==> config.mk <==
export PLATFORM = sky130hd
export DESIGN_NAME = input_conditioner
export DESIGN_NICKNAME = d
export VERILOG_FILES = /design/src/rtl/input_conditioner_pkg.sv /design/src/rtl/debounce_channel.sv /design/src/rtl/input_conditioner.sv
export SDC_FILE = /design/constraint.sdc
export NUM_CORES = 1
export LEC_CHECK = 0
export CAP_MARGIN = 20
export CORE_MARGIN = 4
export CORE_UTILIZATION = 45
export DETAILED_ROUTE_END_ITERATION = 8
export DONT_BUFFER_PORTS = 1
export PLACE_DENSITY = 0.64
export SYNTH_ARGS = -nofsm -noshare
export SYNTH_HDL_FRONTEND = slang
export SYNTH_SLANG_ARGS = --single-unit
==> constraint.sdc <==
create_clock -name MasterClock -period 1.9 [get_ports MasterClock]
set_input_delay 0.095 -clock MasterClock [delete_from_list [all_inputs] [get_ports MasterClock]]
set_output_delay 0.095 -clock MasterClock [all_outputs]
set_load 0.02 [all_outputs]
==> src/rtl/input_conditioner_pkg.sv <==
// Shared constants for the snake-game input front end: button channel
// indices and a counter-width helper.
package input_conditioner_pkg;

  localparam int unsigned NUM_BUTTONS = 5;

  localparam int unsigned BTN_LEFT   = 0;
  localparam int unsigned BTN_RIGHT  = 1;
  localparam int unsigned BTN_UP     = 2;
  localparam int unsigned BTN_DOWN   = 3;
  localparam int unsigned BTN_CENTER = 4;

  // Width needed to count 0..maxVal-1, never less than one bit.
  function automatic int unsigned cntWidth(input int unsigned maxVal);
    return (maxVal > 1) ? $clog2(maxVal) : 1;
  endfunction

endpackage

==> src/rtl/debounce_channel.sv <==
// One button channel: two-flop synchronizer, Tick-paced stability counter,
// debounced level and a one-cycle press pulse.
module debounce_channel
  import input_conditioner_pkg::*;
#(
  parameter int unsigned STABLE_TICKS = 250000
) (
  input  logic clk,
  input  logic reset,
  input  logic tick,
  input  logic rawButton,
  output logic enabled,
  output logic pressed
);

  localparam int unsigned DW = $clog2(STABLE_TICKS) + 1;
  localparam logic [DW-1:0] LAST = DW'(STABLE_TICKS - 1);

  logic          s0;
  logic          syncLevel;
  logic [DW-1:0] dc;

  always_ff @(posedge clk) begin
    if (reset) begin
      s0        <= 1'b0;
      syncLevel <= 1'b0;
      dc        <= '0;
      enabled   <= 1'b0;
      pressed   <= 1'b0;
    end else begin
      s0        <= rawButton;
      syncLevel <= s0;
      pressed   <= 1'b0;
      // Any cycle of agreement restarts the count, Tick or not.
      if (syncLevel == enabled) begin
        dc <= '0;
      end else if (tick) begin
        if (dc == LAST) begin
          enabled <= syncLevel;
          pressed <= syncLevel;
          dc      <= '0;
        end else begin
          dc <= dc + 1'b1;
        end
      end
    end
  end

endmodule

==> src/rtl/input_conditioner.sv <==
// Clock divider producing ClockOut and the Tick enable, plus one debounce
// channel per push button, all in the MasterClock domain.
module input_conditioner #(
  parameter int unsigned DIV_HALF     = 2,
  parameter int unsigned STABLE_TICKS = 250000,
  parameter int unsigned NUM_BUTTONS  = input_conditioner_pkg::NUM_BUTTONS
) (
  input  logic                   MasterClock,
  input  logic                   Reset,
  input  logic [NUM_BUTTONS-1:0] Buttons,
  output logic                   ClockOut,
  output logic                   Tick,
  output logic [NUM_BUTTONS-1:0] Enabled,
  output logic [NUM_BUTTONS-1:0] Pressed
);

  localparam int unsigned CW = input_conditioner_pkg::cntWidth(DIV_HALF);
  localparam logic [CW-1:0] LAST = CW'(DIV_HALF - 1);

  logic [CW-1:0] cnt;

  always_ff @(posedge MasterClock) begin
    if (Reset) begin
      cnt      <= '0;
      ClockOut <= 1'b0;
      Tick     <= 1'b0;
    end else begin
      // Tick is registered alongside the 0->1 toggle so both go high together.
      Tick <= (cnt == LAST) && !ClockOut;
      if (cnt == LAST) begin
        cnt      <= '0;
        ClockOut <= ~ClockOut;
      end else begin
        cnt <= cnt + 1'b1;
      end
    end
  end

  for (genvar g = 0; g < NUM_BUTTONS; g++) begin : gChan
    debounce_channel #(
      .STABLE_TICKS(STABLE_TICKS)
    ) uChan (
      .clk      (MasterClock),
      .reset    (Reset),
      .tick     (Tick),
      .rawButton(Buttons[g]),
      .enabled  (Enabled[g]),
      .pressed  (Pressed[g])
    );
  end

endmodule

Yosys cells after proc, flatten, opt, wreduce, memory -nomap -nowiden
Cells that the tools add are included.

Flip-flop bits (word level): 118. Output and inout port bits: 12.

$add $sub $neg: 6. Eq/ne operators: 10. Multiplexer cells: 5. Bitwise logic cells: 12. Reduce and logical (&&, ||, !) cells: 18.

Operators by type and width (number): $add A19 B1 Y19 const B (5); $eq A19 B18 Y1 const B (5); $mux W19 (5); $reduce_or A4 Y1 (5); $reduce_and A3 Y1 (5); $not A1 Y1 (12); $reduce_or A2 Y1 (6); $eq A1 B1 Y1 (5); $add A1 B1 Y1 const B (1); $logic_and A1 B1 Y1 (1); $logic_not A1 Y1 (1).

Longest topological paths before layout
Depth after elaboration: 3. Gate-level depth with buffers: 6. Mapped depth without buffers: 5.

Cells and area by module
Synthesis repeated with hierarchy kept, for this count alone.

Cells, all modules: 577. Area total of the unflattened synthesis: 5338.9 µm².

Modules (own cells, without submodules): debounce_channel (instances 5, cells an instance 114, area each 1051.0 µm², sequential area each 460.4 µm²); input_conditioner (instances 1, cells an instance 7, area each 83.8 µm², sequential area each 60.1 µm²).

Worst setup path before layout
Ideal clock, no wire load.

Path type: register -> register. Start: register Tick. End: register gChan[3].uChan.dc[10]. Setup time: 0.117 ns. Data arrival time: 1.742 ns. Slack: 0.041 ns. Cell stages (with the launch flop): 7. Buffers on the path: 2. Period minus slack after synthesis: 1.859 ns. Path through: dfxtp_1 -> buf_6 -> nand4_2 -> or3_1 -> o21ai_2 -> buf_2 -> nor2_1.

RTL lines: start: declaration (RTL line input_conditioner.sv:12) `output logic Tick,`; start signal: assignment (RTL line input_conditioner.sv:29) `Tick <= (cnt == LAST) && !ClockOut;`; end signal: assignment (RTL line debounce_channel.sv:43) `dc <= dc + 1'b1;`; end: declaration (RTL line debounce_channel.sv:21) `logic [DW-1:0] dc;`.

Worst setup path after layout
Start: register gChan[2].uChan.dc[8]. End: register gChan[2].uChan.dc[15].

Word-level cells in the longest chain between the ends: 2. Elaborated cells between the ends (all ways): 3. Those cells by class: 1 x add/sub; 1 x eq/ne; 1 x mux.

Ends and longest elaborated chain: start: declaration (RTL line debounce_channel.sv:21); start signal: assignment (RTL line debounce_channel.sv:43); $add A19 B1 Y19 / $eq A19 B18 Y1 (equally long branches) (RTL line debounce_channel.sv:43, debounce_channel.sv:38); $mux W19 * (RTL line debounce_channel.sv:38) `if (dc == LAST) begin`.

Every way passes the cells marked *; elsewhere a longest branch is shown, timed or not. A chain may end at the register's enable or synchronous reset.

==> impl_metrics.toml <==
[synthesis]
syn_inst = 602
ys_async_sr_fraction_pct = 0
synth_warnings = 0
postSynthAreaPerCell_um2 = 8.90
yosys-top-cells-area = "dfxtp_1, xnor2_1, nor2_1, nand4_1, xor2_1"
synthTopCellsByCount = "dfxtp_1, nor2_1, xnor2_1, nand4_1, nand3_1"
synth.net_count = 614
synth-edff-count = 0
synthFlopType = "dfxtp_1"
synth-seq-area-share_pct = 44.1
synth_cell_types = 42
ys_seq_elements = 118
yosysMostFrequentCell = "dfxtp_1"
synth_largest_area_cell = "dfxtp_1"
synth_top_area_share_pct = 44.1
netlist_area_um2 = 5360

[sta]
min_period_ns = 1.80
fin_crit_sh_pct = 94.6
relSlewSlack_pct = 69.8
final-setup-viol-count = 0
hold_viol = 0
fmax_ghz = 0.556
slew_violations = 0
worstMarginPinSlew_ns = 0.447
finalSetupTns_ns = 0
rsz0062_at_grt = "no"
skew_ns = 0.00786
setup_slack_ns = 0.102

[power]
vdd_drop_max_mv = 0.580
combPwrFrac_pct = 1.9
p_int_mw = 4.66
cellPowerDensity_nw_per_um2 = 917
p_clk_share_pct = 55.0
switchingPower_mw = 1.16
seq_power_share_pct = 43.1
p_leak_nw = 1.98
switching_share_pct = 19.9

[place]
gp_routability_congestion = 0.811
place_hpwl_mm = 7.12
io_buffers = 0
dp_slack_ns = 0.0689

[route]
wl_per_cell_um = 13.6
drtIter0Drc = 253
viasPerCell = 5.47
route.vias.total = 4307
firstDrtPassIters = 4
drc = 0
wl_mm = 10.7
ant_nets = 0

[hold_path]
hold_path_depth = 4
min-delay-path-class = "in2reg"

[clock_network]
cts_buffers = 17
clockBufferDepth = 2
clkTransAtPathRegs_ns = 0.05
cts_tree = "built"
clk_root_buffer_cell = "clkbuf_16"
clkLatencyLatePin_ns = 0.42
postCtsSetupBuffers = 0
clkSinkCount = 118
cts.htree.levels = 4

[global_routing]
overflow = 0
grt_pass1_wl_mm = 18.5
grt_max_degree = 30
antenna_found_initial = 0
track_usage_pct = 17.0
grt_pass1_vias = 4075

[critical_path]
crit_required_ns = 2.20
cp_max_fo = 5
arrival_ns = 2.09
worstSetupPathType = "reg2reg"
r2r.worst_path.cells = 5
start_kind = "register"
worstPathCellList = "or4_1 -> or3_1 -> o21ai_4 -> buf_4 -> a21oi_1"
end_kind = "register"
crit_slowest_cell = "or4_1"
max_stage_delay_ns = 0.54

[die]
die_area_um2 = 13700
rows = 39
fp.dieW_um = 117
io_pins = 19
coreArea_um2 = 11500
initial_utilization_pct = 46.5
die_y_um = 117

[layout]
antenna_cells = 0
final_nets = 643
drive_gt1_share_pct = 13.7
area_delta_synth_final_pct = 18.6

[run]
cap_violations = 0

[run_status]
status = "complete, no violations"
[timing repair]
item / CTS / global route
setup endpoints to repair: 0 / 40
hold endpoints to repair: 26 / 0
hold buffers: 8 / 0
resized for setup: 0 / 7
[flip-flops by register name, indices dropped and copies added (netlist names)]
name	count
gChan.uChan.syncLevel	5
ClockOut	1
gChan.uChan.pressed	5
gChan.uChan.s0	5
gChan.uChan.dc	95
cnt	1
gChan.uChan.enabled	5
Tick	1
[cell families after synthesis]
kind of cell | Yosys count | synth area share (%)
AO/OA/AOI/OAI | 52 | 5.91
buffers and inverters | 45 | 4.37
flip-flops | 118 | 44.1
multiplexers | 7 | 1.31
adder cells (fa/ha/maj) | 5 | 1.17
AND/OR/NAND/NOR | 299 | 30.7
XOR/XNOR | 76 | 12.4
[per-stage QoR]
stage          instances  area, um2  power, mW  hold WS, ns  utilization (%)
2_1_floorplan        602       5360       2.62        0.223                -
3_3_place_gp         746       5620       2.64        0.172             48.8
3_5_place_dp         746       5620       2.64        0.175             48.8
4_1_cts              786       6300       5.90       0.0134             54.7
5_1_grt              787       6350       6.04       0.0282             55.1
6_report             787       6350       5.82       0.0330             55.1
[power groups by stage]
stage | clock network (mW) | registers [mW] | logic, mW
after floorplan | 0 | 2.56 | 0.0641
after global placement | 0 | 2.56 | 0.0807
after detailed placement | 0 | 2.56 | 0.0820
after CTS | 3.28 | 2.51 | 0.110
after global routing | 3.40 | 2.51 | 0.125
final | 3.20 | 2.51 | 0.113
[worst max-delay path, delay by kind of cell, from the launching register on]
family / cells / cell delay, ns
buffers and inverters: 1 / 0.16
and+or+nand+nor: 2 / 0.96
AOI/OAI and AO/OA: 2 / 0.23
DFF: 1 / 0.33
[metal layers]
| metal | wire length [um] | part of all wire (%) | up-vias | track usage, % |
|---|---|---|---|---|
| li1 | - | - | 2186 | - |
| met1 | 4870 | 45 | 2048 | 20.0 |
| met2 | 5270 | 49 | 56 | 28.9 |
| met3 | 403 | 3.8 | 17 | 4.99 |
| met4 | 165 | 1.5 | 0 | 7.11 |
| met5 | 0 | 0 | - | 0 |
[cells in the final DEF (no fill, tap or decap), types with 6 or more instances in the layout]
master,n
nor2_1,99
mux2i_1,7
clkinv_2,6
nor2b_1,12
o21ai_0,16
buf_4,26
clkbuf_16,18
dlygate4sd3_1,7
nand2_1,21
inv_1,17
nor3_1,16
and4_1,6
dfxtp_1,116
or3_1,17
nand4_1,36
a21oi_1,21
xor2_1,25
nor4_1,24
xnor2_1,51
nand3_1,27
[worst paths after layout]
kind	from	endpoint	slack, ns
min	Reset	gChan[3].uChan.dc[14]	0.03
max	gChan[2].uChan.dc[8]	gChan[2].uChan.dc[15]	0.10
min reg2reg	gChan[1].uChan.s0	gChan[1].uChan.syncLevel	0.45
max reg2reg	gChan[2].uChan.dc[8]	gChan[2].uChan.dc[15]	0.10
[area by class of cell]
cell class,count,area (um2)
fill,1023,5160
multi-input combinational,439,2780
sequential,118,2360
clock buffer,22,464
timing repair buffer,38,370
tap,143,179
clock inverter,10,128
inverter,17,63.8
Note: power is estimated with default switching activity, not from simulation.
